<file path="config.mk">
export PLATFORM = sky130hd
export DESIGN_NAME = demux_1_4_reg
export DESIGN_NICKNAME = d
export VERILOG_FILES = /design/src/rtl/demux_1_4_reg.sv
export SDC_FILE = /design/constraint.sdc
export NUM_CORES = 1
export LEC_CHECK = 0
export ABC_AREA = 1
export BUFFER_PORTS_ARGS = -buffer_cell sky130_fd_sc_hd__buf_2
export CORE_MARGIN = 2
export CORE_UTILIZATION = 30
export DETAILED_ROUTE_END_ITERATION = 10
export RECOVER_POWER = 100
export SYNTH_ARGS = -nofsm -noshare
export SYNTH_HDL_FRONTEND = slang
export SYNTH_SLANG_ARGS = --single-unit
</file>
<file path="constraint.sdc">
create_clock -name clk -period 1.6 [get_ports clk]
set_clock_uncertainty 0.15 [all_clocks]
set_input_delay 0.08 -clock clk [delete_from_list [all_inputs] [get_ports clk]]
set_output_delay 0.08 -clock clk [all_outputs]
set_load 0.02 [all_outputs]
</file>
<file path="src/rtl/demux_1_4_reg.sv">
// -----------------------------------------------------------------------------
// demux_1_4_reg
// Registered 1-to-4 stream distributor. Each accepted input word goes to the
// output lane chosen by in_sel. Every lane has a one-entry holding register
// with a valid/ready handshake, so lanes never block each other.
//
// Optional feature macro: DEMUX_CNT_EN
//   defined   -> adds lane_cnt, one CNT_W-bit wrapping transfer counter per lane
//   undefined -> lane_cnt port and counters are absent
// -----------------------------------------------------------------------------
module demux_1_4_reg #(
    parameter int WIDTH = 48,
    parameter int CNT_W = 16
) (
    input  logic                 clk,
    input  logic                 rst_n,
    input  logic                 flush,
    input  logic                 in_valid,
    output logic                 in_ready,
    input  logic [1:0]           in_sel,
    input  logic [WIDTH-1:0]     in_data,
    output logic [3:0]           out_valid,
    input  logic [3:0]           out_ready,
    output logic [4*WIDTH-1:0]   out_data
`ifdef DEMUX_CNT_EN
    ,
    output logic [4*CNT_W-1:0]   lane_cnt
`endif
);

    typedef enum logic {
        EMPTY = 1'b0,
        FULL  = 1'b1
    } lane_state_t;

    lane_state_t        r_state     [4];
    lane_state_t        w_state_nxt [4];
    logic [WIDTH-1:0]   r_data      [4];
    logic               w_accept;
    logic [3:0]         w_acc_lane;
    logic [3:0]         w_drain;

    // in_ready looks only at the selected lane; rst_n gates it so nothing is
    // accepted while the block is held in reset.
    assign in_ready = rst_n & ~flush & (~out_valid[in_sel] | out_ready[in_sel]);
    assign w_accept = in_valid & in_ready;

    // Decode the accept onto a single lane and flag output handshakes.
    always_comb begin
        // NOTE: every combinational output gets a default before any branch,
        // otherwise a missed path infers a latch.
        w_acc_lane = 4'b0000;
        w_drain    = 4'b0000;
        for (int i = 0; i < 4; i++) begin
            w_acc_lane[i] = w_accept & (in_sel == 2'(i));
            w_drain[i]    = out_valid[i] & out_ready[i];
        end
    end

    // Per-lane EMPTY/FULL next-state logic; flush empties every lane.
    always_comb begin
        for (int i = 0; i < 4; i++) begin
            w_state_nxt[i] = r_state[i];
            if (flush) begin
                w_state_nxt[i] = EMPTY;
            end else begin
                case (r_state[i])
                    EMPTY:   if (w_acc_lane[i]) w_state_nxt[i] = FULL;
                    FULL:    if (w_drain[i] && !w_acc_lane[i]) w_state_nxt[i] = EMPTY;
                    default: w_state_nxt[i] = EMPTY;
                endcase
            end
        end
    end

    // Lane state registers.
    always_ff @(posedge clk or negedge rst_n) begin
        if (!rst_n) begin
            for (int i = 0; i < 4; i++) r_state[i] <= EMPTY;
        end else begin
            // NOTE: sequential state uses non-blocking assignments so every
            // register samples pre-edge values regardless of statement order.
            for (int i = 0; i < 4; i++) r_state[i] <= w_state_nxt[i];
        end
    end

    // Lane holding registers: load on accept only, keep contents through
    // drain and flush.
    always_ff @(posedge clk or negedge rst_n) begin
        if (!rst_n) begin
            // NOTE: the data registers are reset too, because the lanes must
            // read as zero while reset is asserted; this is a small register
            // file, not a RAM, so resetting it costs nothing structural.
            for (int i = 0; i < 4; i++) r_data[i] <= '0;
        end else begin
            for (int i = 0; i < 4; i++) begin
                if (w_acc_lane[i]) r_data[i] <= in_data;
            end
        end
    end

    // Flatten lane state and data onto the output buses.
    genvar g;
    generate
        for (g = 0; g < 4; g++) begin : g_lane
            assign out_valid[g]                  = (r_state[g] == FULL);
            assign out_data[g*WIDTH +: WIDTH]    = r_data[g];
        end
    endgenerate

`ifdef DEMUX_CNT_EN
    logic [CNT_W-1:0] r_cnt [4];

    // Per-lane output handshake counters; wrap naturally, cleared by reset only.
    always_ff @(posedge clk or negedge rst_n) begin
        if (!rst_n) begin
            for (int i = 0; i < 4; i++) r_cnt[i] <= '0;
        end else begin
            for (int i = 0; i < 4; i++) begin
                if (w_drain[i]) r_cnt[i] <= r_cnt[i] + CNT_W'(1);
            end
        end
    end

    generate
        for (g = 0; g < 4; g++) begin : g_cnt
            assign lane_cnt[g*CNT_W +: CNT_W] = r_cnt[g];
        end
    endgenerate
`endif

endmodule

</file>
[Word level (Yosys, flattened, before mapping)]
Cells that the tools add are included.
Word-level totals
  bits in registers: 196
  latch bits: 0
  bits in writable memories: 0
  ROM bits: 0
  bits of input ports: 58
  output and inout port bits: 197
  word-level logic and storage cells: 59
  memories kept: 0
Cells by class
  add/sub/neg operators: 0
  multipliers: 0
  div/mod/pow operators: 0
  order comparisons: 1
  equal/unequal tests: 3
  shift operators: 0
  muxes and demuxes: 20
  bitwise operators: 18
  reductions and logical operators: 9
Operator list (number)
  two-way mux 1 bit: 14
  bitwise AND 1 bit: 11
  one-hot mux 1 bit (2 select lines): 4
  inverter 1 bit: 6
  binary-select mux 1 bit (select 2 bit): 2
  == test 2 bit (second input constant): 2
  logical AND 1 bit: 4
  logical NOT 1 bit: 4
  < comparator 2 x 3 -> 1 bit (second input constant): 1
  == test 2 x 1 -> 1 bit (second input constant): 1
  logical NOT 2 bit: 1
  bitwise OR 1 bit: 1

[Logic depth before layout (Yosys ltp)]
  depth after elaboration: 12
  depth in mapped cells: 13
  gate-level depth less buffers: 10

[Worst setup path before layout]
Ideal clock, no wire load.
  path kind: reg2reg
  start: register r_state (netlist bit out_valid[3])
  end: register r_data (netlist bit out_data[124])
  library setup time: 116 ps
  arrival: 1392 ps
  required time: 1334 ps
  slack: -59 ps
  stages on the path, launching flop included: 11
  buffers on the path: 2
  clock period less this slack: 1659 ps
  path through: dfrtp_1 -> nand2_1 -> nand2_1 -> nand2_1 -> nand2_1 -> nand2_4 -> nand4_1 -> buf_4 -> buf_2 -> nand2_1 -> nand2_1
On the way
  word-level cells in the longest chain between the ends: 7
Ends and longest elaborated chain
  start: declaration: RTL line 36  | lane_state_t r_state [4];
  binary-select mux 1 bit (select 2 bit): RTL line 45  | assign in_ready = rst_n & ~flush & (~out_valid[in_sel] | out_ready[in_sel]);
  two-way mux 1 bit (not written as such): RTL line 45
  inverter 1 bit: RTL line 45
  bitwise OR 1 bit: RTL line 45
  bitwise AND 1 bit: RTL line 45
  bitwise AND 1 bit: RTL line 46  | assign w_accept = in_valid & in_ready;
  bitwise AND 1 bit: RTL line 55  | w_acc_lane[i] = w_accept & (in_sel == 2'(i));
  end signal: indexed assignment: RTL line 97  | if (w_acc_lane[i]) r_data[i] <= in_data;
  end: declaration: RTL line 38  | logic [WIDTH-1:0] r_data [4];
No other way between the ends. The select of a mux whose other input is x is not followed.
A chain may end at the register's enable or synchronous reset.

[Final worst setup path]
  start: register r_state (netlist bit out_valid[1])
  end: register r_data (netlist bit out_data[73])
Same word-level chain as after synthesis.

==> summary.txt <==
Synthesis
  • Synth Area in Compound Gates: 0.364%
  • Top cells by area, synth: dfrtp_1 (65%), nand2_1 (29%), buf_4 (1.7%)
  • Mux contribution to synthesized area: 0%
  • Synth Area in Simple Gates: around 31%
  • Post-Syn Area: 7560 µm²
  • Adder-Cell Fraction of Synth Area: 0%
  • Asr flop ratio synth: 100%
  • Sequential-to-total area share from yosys stat: 64.9%
  • Most frequent cells after synthesis: nand2_1 (593), dfrtp_1 (196), buf_2 (18)
  • Netlist cell types: 15
  • Ys Warns: 0
  • Area fraction of the dominant cell type after synthesis: 64.9%
  • Number of synthesized register bits: 196
  • Synth Flop Type: dfrtp_1
  • Most frequent cell after synthesis: nand2_1
  • Mapped Avg Cell Area: roughly 8.7 µm²
  • EDFF count, synth: 0
  • Main combinational cell family by area after synthesis: simple AND/OR/NAND/NOR gates
  • Synth area leader: dfrtp_1
  • XOR/XNOR share of the synthesized area: 0%
  • Synthesized Nets: ~920
  • Synth Instances: between 800 and 900

Setup path
  • Reg2reg path depth: 12
  • Crit path max fanout: 6
  • Crit. End Element: register
  • Worst setup SP type: register
  • Worst setup endpoint: out_data[73]
  • Critical path launch point: out_valid[1]
  • Worst reg-to-reg setup slack: -0.15 ns
  • Critical path class: reg2reg
  • R2r startpoint: out_valid[1]
  • Critical path arrival: 1.96 ns
  • Worst path required time: 1.81 ns
  • Reg-to-reg endpoint: out_data[73]

Floorplanning
  • Die area: around 26,000 µm²
  • Initial core utilization: a little under a third
  • Top Ports: 255
  • Die Width: 163 µm
  • Rows: between 50 and 60
  • Die Ht: 163 µm
  • Core Box Area: around 25,000 µm²

Clocking
  • CTS tree: done
  • Number of CTS-inserted buffers: 17
  • Worst-skew pair later-pin latency: 0.42 ns
  • Clock buffer depth: 2
  • Clock transition at the registers of the reported paths: 0.08 ns
  • Clk sink count: 196
  • Htree depth: 4
  • CTS Root Cell: clkbuf_16

Global routing
  • Vias in the first global route: between 6,000 and 7,000
  • Global route total overflow: 0
  • First-pass GRT wire length: 38,300 µm
  • Total track usage: 18.7%
  • Initial antenna violation count: 0
  • Largest net degree at the start of global routing: 117

Detailed routing
  • Number of detailed-route iterations in the first pass: 5
  • First DRT Iteration DRCs: 524
  • Residual DRC: 0
  • Vias per cell: 4.54
  • Post-Route WL: 29,100 µm
  • DR WL/cell: 18.6 µm
  • DR vias: 7,089
  • Final antenna-violating net count: 0

Cells and area
  • N_diodes: 0
  • Share of cells above drive strength 1: 25.5%
  • # fillers: 2,451
  • P&R area growth vs syn: 56.2%
  • Nets@finish: 1,278
  • Non-filler instance count after layout: around 1,600
  • Fin util: 47.3%

STA
  • Max-slew violations: 0
  • Final period utilization: 110%
  • Worst Hold Slack: 0.185 ns
  • Fin worst setup slack: -0.152 ns
  • Final setup vio count: 196
  • RSZ-0062 raised after global routing: yes
  • Max Fclk: between 0.5 and 0.6 GHz
  • Worst-Margin Slew: 0.975 ns
  • Slew HR: 35.0%
  • Final Hold Fails: 0
  • Period minus WS final: 1.75 ns

Run status
  • Status: finished, violations left
  • Failing checks: setup timing

Placement
  • # port buffers: roughly 250
  • Placed Cells: 1,433
  • Gp weighted congestion: a little under 0.8
  • Detailed placement HPWL: 15,300 µm

Run
  • Max-cap violation count: 0

Min path
  • HP Class: in2reg

Power and ir drop
  • Worst VDD drop: 631 µV
  • PwrDens: 1250 nW/µm²
  • Static Leak: 6.13 nW
-- worst min-delay path by stage --
stage	start	endpoint	slack, ns	depth (start not counted)
floorplan	rst_n	out_data[0]	-0.37	0
global placement	rst_n	out_data[132]	0.04	2
detailed placement	rst_n	out_data[131]	0.03	2
CTS	in_valid	out_valid[0]	0.13	5
global route	in_valid	out_valid[1]	0.19	5
finish	in_valid	out_valid[1]	0.18	5
-- cell families (layout without fill, tap and decap cells) --
kind of cell,after synthesis,count (layout)
and+or+nand+nor,611,611
AOI/OAI and AO/OA,5,5
buffers and inverters,52,421
DFF,196,196
-- per-stage QoR --
stage                     setup WS, ns  power, mW  TNS, ns  instance area [µm²]
after floorplan                0.00199       8.64        0                 7570
after global placement         -0.0374       10.2   -0.873                 9420
after detailed placement       -0.0424       10.3    -1.31                 9420
after CTS                       -0.147       14.8   -12.51                11000
after global routing            -0.232       15.5   -39.49                11800
final                           -0.152       14.8   -21.23                11800
-- cells in the final DEF, fill, tap and decap left out, types with 2 or more instances in the layout --
cell type	n
dlygate4sd3_1	54
dfrtp_2	4
nor2_2	2
clkbuf_8	2
clkbuf_16	36
nand2_4	52
inv_1	9
a21oi_4	2
nand2_2	88
clkinv_4	3
buf_16	3
buf_8	3
buf_4	9
clkbuf_1	198
nor2_1	3
inv_6	2
inv_8	4
buf_12	20
dfrtp_1	192
nor2_4	4
nand4_1	4
nand3_1	3
buf_2	56
inv_2	2
buf_6	16
nand2_1	454
clkinvlp_4	2
-- report_power, final --
group	switching [mW]	internal (mW)	total, mW	leakage [nW]
combinational	2.66	1.17	3.84	3.36
sequential	0.656	5.94	6.60	2.49
clock	2.07	2.25	4.33	0.282
-- final cells by class --
class                      instances  area (µm²)  area share (%)
sequential                       196        4910            41.6
multi-input combinational        616        3030            25.7
timing repair buffer             378        2830            23.9
clock buffer                      19         443            3.75
tap                              330         413            3.50
clock inverter                    13         139            1.18
inverter                          11        41.3           0.350
-- state kept, by name, summed over array words and instances, names as in the netlist --
| name | cells |
|---|---|
| out_data | 192 |
| out_valid | 4 |
-- repair_timing --
| item | CTS | global route |
|---|---|---|
| cloned | 6 | 24 |
| hold buffers | 54 | 0 |
| buffers inserted | 13 | 7 |
| hold endpoints to repair | 392 | 0 |
| resized for setup | 35 | 199 |
| setup endpoints to repair | 83 | 197 |
| pin swaps | 8 | 49 |
-- per-layer routing --
| layer | share of wire (%) | vias to the layer above | global-route usage (%) | wire, µm |
|---|---|---|---|---|
| met5 | 0 | - | 0 | 0 |
| met4 | 1.9 | 0 | 4.22 | 544 |
| met3 | 6.2 | 32 | 4.43 | 1810 |
| met2 | 46 | 255 | 29.6 | 13400 |
| met1 | 46 | 3484 | 26.2 | 13400 |
| li1 | - | 3318 | - | - |
-- worst max-delay path, cell delays in order (launching register included) --
cell	delay [ns]
dfrtp_2	0.41
nand2_1	0.06
nand2_1	0.05
nand2_1	0.07
nand2_2	0.08
nand2_4	0.08
nand3_4	0.09
buf_12	0.15
nor2_4	0.09
buf_6	0.16
clkbuf_16	0.19
nand2_4	0.05
nand2_2	0.05
Power figures use the tool's default switching activity.
